<file path="src/rtl/rle_pkg.sv">
// rle_pkg: shared widths, FSM state encoding and token type for the run-length encoder
package rle_pkg;
  localparam int SYM_W_DEF = 4;
  localparam int RUN_W_DEF = 4;
  typedef enum logic [1:0] {ST_IDLE, ST_RUN, ST_FLUSH} state_t;
  typedef struct packed {
    logic [SYM_W_DEF-1:0] sym;
    logic [RUN_W_DEF-1:0] run;
    logic                 last;
  } token_t;
  function automatic int run_max(input int run_w);
    return (1 << run_w) - 1;
  endfunction
endpackage

</file>
<file path="src/rtl/rle_stream_encoder_if.sv">
// rle_stream_encoder_if: input code stream and output token stream handshakes
interface rle_stream_encoder_if import rle_pkg::*; #(
  parameter int SYM_W = SYM_W_DEF,
  parameter int RUN_W = RUN_W_DEF
);
  logic             in_valid;
  logic             in_ready;
  logic [SYM_W-1:0] in_sym;
  logic             in_last;
  logic             out_valid;
  logic             out_ready;
  logic [SYM_W-1:0] out_sym;
  logic [RUN_W-1:0] out_run;
  logic             out_last;
  modport master (
    output in_valid, in_sym, in_last, out_ready,
    input  in_ready, out_valid, out_sym, out_run, out_last
  );
  modport slave (
    input  in_valid, in_sym, in_last, out_ready,
    output in_ready, out_valid, out_sym, out_run, out_last
  );
endinterface

</file>
<file path="src/rtl/rle_token_reg.sv">
// rle_token_reg: single-entry valid/ready register holding one output token
module rle_token_reg #(
  parameter int SYM_W = 4,
  parameter int RUN_W = 4
) (
  input  logic                   clk,
  input  logic                   reset,
  input  logic                   load,
  input  logic [SYM_W+RUN_W:0]   din,
  input  logic                   out_ready,
  output logic                   valid,
  output logic [SYM_W+RUN_W:0]   dout,
  output logic                   slot_free
);
  assign slot_free = !valid | out_ready;
  // load only happens when the slot is free; otherwise hold until delivered
  always_ff @(posedge clk or posedge reset) begin
    if (reset) begin
      valid <= 1'b0;
      dout  <= '0;
    end else if (load) begin
      valid <= 1'b1;
      dout  <= din;
    end else if (out_ready) begin
      valid <= 1'b0;
    end
  end
endmodule

</file>
<file path="src/rtl/rle_stream_encoder.sv">
// rle_stream_encoder: streaming run-length encoder producing {symbol, run, last} tokens
module rle_stream_encoder import rle_pkg::*; #(
  parameter int SYM_W = SYM_W_DEF,
  parameter int RUN_W = RUN_W_DEF
) (
  input  logic                 clk,
  input  logic                 reset,
  rle_stream_encoder_if.slave  bus,
  output logic [15:0]          tok_count
);
  localparam logic [RUN_W-1:0] RUN_MAX = RUN_W'(run_max(RUN_W));
  typedef struct packed {
    logic [SYM_W-1:0] sym;
    logic [RUN_W-1:0] run;
    logic             last;
  } tok_t;
  state_t           state, nxt_state;
  logic [SYM_W-1:0] cur_sym, nxt_sym;
  logic [RUN_W-1:0] cur_cnt, nxt_cnt;
  tok_t             tok, out_tok;
  logic             emit, slot_free, acc;
  assign bus.in_ready = slot_free & (state != ST_FLUSH) & !reset;
  assign acc          = bus.in_valid & bus.in_ready;
  assign bus.out_sym  = out_tok.sym;
  assign bus.out_run  = out_tok.run;
  assign bus.out_last = out_tok.last;
  rle_token_reg #(.SYM_W(SYM_W), .RUN_W(RUN_W)) u_tok (
    .clk       (clk),
    .reset     (reset),
    .load      (emit),
    .din       (tok),
    .out_ready (bus.out_ready),
    .valid     (bus.out_valid),
    .dout      (out_tok),
    .slot_free (slot_free)
  );
  // next run state and the token (if any) produced this cycle; a saturated
  // run shares the symbol-change path since both close the run and restart at 1
  always_comb begin
    emit      = 1'b0;
    tok       = '0;
    nxt_state = state;
    nxt_sym   = cur_sym;
    nxt_cnt   = cur_cnt;
    if (state == ST_FLUSH) begin
      emit      = slot_free;
      tok       = {cur_sym, cur_cnt, 1'b1};
      nxt_state = slot_free ? ST_IDLE : ST_FLUSH;
    end else if (acc) begin
      if (state == ST_IDLE) begin
        emit      = bus.in_last;
        tok       = {bus.in_sym, RUN_W'(1), 1'b1};
        nxt_sym   = bus.in_sym;
        nxt_cnt   = RUN_W'(1);
        nxt_state = bus.in_last ? ST_IDLE : ST_RUN;
      end else if (bus.in_sym == cur_sym && cur_cnt != RUN_MAX) begin
        emit      = bus.in_last;
        tok       = {cur_sym, RUN_W'(cur_cnt + 1'b1), 1'b1};
        nxt_cnt   = RUN_W'(cur_cnt + 1'b1);
        nxt_state = bus.in_last ? ST_IDLE : ST_RUN;
      end else begin
        emit      = 1'b1;
        tok       = {cur_sym, cur_cnt, 1'b0};
        nxt_sym   = bus.in_sym;
        nxt_cnt   = RUN_W'(1);
        nxt_state = bus.in_last ? ST_FLUSH : ST_RUN;
      end
    end
  end
  // run FSM registers
  always_ff @(posedge clk or posedge reset) begin
    if (reset) begin
      state   <= ST_IDLE;
      cur_sym <= '0;
      cur_cnt <= '0;
    end else begin
      state   <= nxt_state;
      cur_sym <= nxt_sym;
      cur_cnt <= nxt_cnt;
    end
  end
  // count delivered tokens, wrapping naturally at 16 bits
  always_ff @(posedge clk or posedge reset) begin
    if (reset) tok_count <= '0;
    else if (bus.out_valid && bus.out_ready) tok_count <= tok_count + 16'd1;
  end
endmodule

</file>
<file path="src/flat_wrapper.sv">
// flat-port wrapper written by rule: the top's interface ports become plain ports
module rle_stream_encoder_flat import rle_pkg::*;
#(
  parameter int SYM_W = SYM_W_DEF,
  parameter int RUN_W = RUN_W_DEF
)
  (clk, reset, tok_count, bus_in_valid, bus_in_sym, bus_in_last, bus_out_ready, bus_in_ready, bus_out_valid, bus_out_sym, bus_out_run, bus_out_last);
  rle_stream_encoder_if #(.SYM_W(SYM_W), .RUN_W(RUN_W)) bus_i ();
  input  logic clk;
  input  logic reset;
  output logic [15:0] tok_count;
  input wire logic [$bits(bus_i.in_valid)-1:0] bus_in_valid;
  input wire logic [$bits(bus_i.in_sym)-1:0] bus_in_sym;
  input wire logic [$bits(bus_i.in_last)-1:0] bus_in_last;
  input wire logic [$bits(bus_i.out_ready)-1:0] bus_out_ready;
  output wire logic [$bits(bus_i.in_ready)-1:0] bus_in_ready;
  output wire logic [$bits(bus_i.out_valid)-1:0] bus_out_valid;
  output wire logic [$bits(bus_i.out_sym)-1:0] bus_out_sym;
  output wire logic [$bits(bus_i.out_run)-1:0] bus_out_run;
  output wire logic [$bits(bus_i.out_last)-1:0] bus_out_last;
  assign bus_i.in_valid = bus_in_valid;
  assign bus_i.in_sym = bus_in_sym;
  assign bus_i.in_last = bus_in_last;
  assign bus_i.out_ready = bus_out_ready;
  assign bus_in_ready = bus_i.in_ready;
  assign bus_out_valid = bus_i.out_valid;
  assign bus_out_sym = bus_i.out_sym;
  assign bus_out_run = bus_i.out_run;
  assign bus_out_last = bus_i.out_last;
  rle_stream_encoder #(.SYM_W(SYM_W), .RUN_W(RUN_W)) u_core (.clk(clk), .reset(reset), .bus(bus_i), .tok_count(tok_count));
endmodule
</file>
<file path="config.mk">
export PLATFORM = sky130hd
export DESIGN_NAME = rle_stream_encoder_flat
export DESIGN_NICKNAME = d
export VERILOG_FILES = /design/src/rtl/rle_pkg.sv /design/src/rtl/rle_stream_encoder_if.sv /design/src/rtl/rle_token_reg.sv /design/src/rtl/rle_stream_encoder.sv /design/src/flat_wrapper.sv
export SDC_FILE = /design/constraint.sdc
export NUM_CORES = 1
export LEC_CHECK = 0
export CAP_MARGIN = 20
export CORE_ASPECT_RATIO = 0.75
export CORE_MARGIN = 10
export CORE_UTILIZATION = 45
export CTS_CLUSTER_SIZE = 24
export DETAILED_ROUTE_END_ITERATION = 6
export DONT_BUFFER_PORTS = 1
export GPL_TIMING_DRIVEN = 0
export HOLD_SLACK_MARGIN = 0.1
export PLACE_DENSITY_LB_ADDON = 0.12
export SYNTH_ARGS = -nofsm -noshare
export SYNTH_HDL_FRONTEND = slang
export SYNTH_SLANG_ARGS = --single-unit
</file>
<file path="constraint.sdc">
create_clock -name clk -period 2.1 [get_ports clk]
set_input_delay 0.42 -clock clk [delete_from_list [all_inputs] [get_ports clk]]
set_output_delay 0.42 -clock clk [all_outputs]
set_load 0.1 [all_outputs]
</file>
==> summary.txt <==
Tcrit/Tclk final = 1.13
Primary FF master, synth = dfrtp_1
All-layer global routing usage = 0.122
Critical path type = reg2out
P_sw = 1630 uW
RSZ-0062 raised after global routing = true
Final setup margin = -0.269 ns
Rel. slew slack = 0.317
Rows = 20
Ranking of synthesized cells by area = dfrtp_1, mux2_4, xnor2_1
Max-slew violations = 0
R2R cell count = 8
Synth warn = 0
Core Util, Final = 0.532
Cell taking the most area after synthesis = dfrtp_1
Tmin final = 2.37 ns
FMAX = 0.422 GHz
Final setup fails = 4
Combinational Power Share = 0.231
Initial DRC count = 124
Failing checks = negative setup slack
Met2 Use GR = 0.175
First-pass GRT wire length = 7110 um
Synth Register Bits = 36
I/O pin cnt = 36
Seq/Total Area, Yosys = 0.472
Chip width = 95.2 um
Syn Area/Cell = 10.6 sq um
Element type at the critical path end = output port
CTS Sinks = 36
# Max-Cap Violations = 0
Internal cell power = 1430 uW
RePlAce Congestion = 0.840
CP required = 1.68 ns
Switch share = 0.533
Initial Util = 0.467
Reg clk slew, reported paths = 0.07 ns
N_diodes = 0
Remaining Overflow, GRT = 0
Antenna violations before repair = 0
Die Y = 76.4 um
Post-Route WL = 4300 um
Mapped Nets = 192
Clock skew = 0.00804 ns
Root Buffer Master = clkbuf_8
Post-Syn Area = 1910 sq um
WL/cell = 17.4 um
DP HPWL = 3240 um
Arr. time, crit path = 1.95 ns
TNS Setup = -0.313 ns
Global routing usage on met1 = 0.160
Critical Path Fanout Max = 6
Area of the core = 4080 sq um
Routed vias/inst = 5.55
Hold Path Class = in2async
Post-synth EDFFs = 0
Number of global-route vias before repair = 1,339
Yosys cell types = 43
VDD IR-drop max = 1110 uV
Power, Total = 3070 uW
Synth async-reset ratio = 1.00
Syn Inst Count = 180
Transition time of the tightest slew-check pin = 1.03 ns
Total Nets Final = 203
Pwr/cell area = 1410 nW/um^2
Share of the synthesized area in the top cell type = 0.472
H-tree Lvls = 2
Hold Buf Count CTS = 0
Pleak = 0.000914 uW
Final antenna-violating net count = 0
Worst Setup Start Kind = flop
Die ar. = 7270 sq um
Remaining DRCs = 0
First-pass DRT Iterations = 4
Via count = 1,370
Layout cells sized above 1 = 0.224
Most common cell after layout, fill and taps aside = dfrtp_1
Sequential share of power = 0.619
Outcome = finished with violations
Gr busiest metal = met2
Fin. Hold Viols = 0
CTS Buf Count = 5
Met3 usage = 0.0561
CTS tree = yes
Largest net degree at the start of global routing = 24
Maximum root-to-sink buffer count = 2
Most frequent cells in the layout = dfrtp_1, nand2_1, a21oi_1
I/O Buffers = 0
Area Growth Syn to Fin = 13.8%
Clock network power share = 0.150
Worst-skew pair later-pin latency = 0.28 ns
==> worst max-delay path: stages (launching register included) <==
cell,delay [ns]
dfrtp_4,0.64
nor2b_4,0.20
nor3_4,0.81
==> kinds of logic after synthesis <==
logic type	share of synthesized area
adders and majority gates	0.0197
DFF	0.472
and+or+nand+nor	0.192
xor gates and xnor gates	0.0873
muxes	0.0840
AOI/OAI and AO/OA	0.123
buffers and inverters	0.0216
==> flip-flops by register name (all words and copies together) (netlist names) <==
register / cells
u_core.tok_count: 16
u_core.u_tok.valid: 1
u_core.state: 2
u_core.cur_sym: 4
u_core.u_tok.dout: 9
u_core.cur_cnt: 4
==> power groups by stage <==
stage | logic [uW] | clock network [uW] | registers (uW)
2_1_floorplan | 568 | 0 | 1830
4_1_cts | 694 | 485 | 1890
5_1_grt | 783 | 522 | 1930
3_3_place_gp | 660 | 0 | 1880
3_5_place_dp | 674 | 0 | 1890
6_report | 709 | 460 | 1900
==> synthesized netlist by cell type (all sizes together) (3+ instances only) <==
cell type and number:
a21oi 12, a221oi 4, a31oi 4, and4 3, buf 3, dfrtp 36
ha 3, inv 4, mux2 11, nand2 21, nand2b 4, nand3 9
nand4 4, nor2 10, nor2b 3, nor3 6, o22ai 3, o31ai 3
xnor2 10, xor2 9
==> area by class of cell <==
| type | count | area (sq um) |
|---|---|---|
| fill | 362 | 1910 |
| multi-input combinational | 134 | 1000 |
| sequential | 36 | 923 |
| clock buffer | 7 | 76.3 |
| tap | 55 | 68.8 |
| timing repair buffer | 4 | 50.0 |
| buffer | 5 | 23.8 |
| inverter | 5 | 20.0 |
| clock inverter | 1 | 5.00 |
==> what timing repair did <==
item                                    4_1_cts  5_1_grt
endpoints found under the setup margin        7       13
pin swaps                                     2        0
gates resized for setup                       6       10
setup buffers                                 2        1
==> worst paths after layout <==
path / end / start / slack, ns
min in group clk: u_core.cur_sym[2] / bus_in_sym[2] / 0.25
hold reg to reg: u_core.cur_sym[3] / u_core.cur_sym[3] / 0.57
hold / removal: u_core.tok_count[9] / reset / 0.10
max in group asynchronous: u_core.u_tok.valid / reset / 1.46
setup reg to reg: u_core.u_tok.dout[1] / u_core.cur_sym[2] / -0.03
setup / recovery: bus_in_ready / u_core.u_tok.valid / -0.27
==> per-stage QoR <==
| stage | cells | cell area, sq um | setup slack [ns] | hold slack (ns) |
|---|---|---|---|---|
| finish | 247 | 2170 | -0.269 | 0.102 |
| global route | 247 | 2170 | -0.320 | 0.125 |
| CTS | 246 | 2130 | -0.284 | 0.104 |
| global placement | 235 | 2000 | -0.158 | 0.534 |
| detailed placement | 236 | 2020 | -0.183 | 0.416 |
| floorplan | 180 | 1930 | 0.00186 | 0.504 |
==> layer usage <==
layer,vias to the layer above,share of wire
met1,655,0.45
li1,667,-
met5,-,0
met4,0,0.0077
met2,43,0.45
met3,5,0.097
Power figures use the tool's default switching activity.
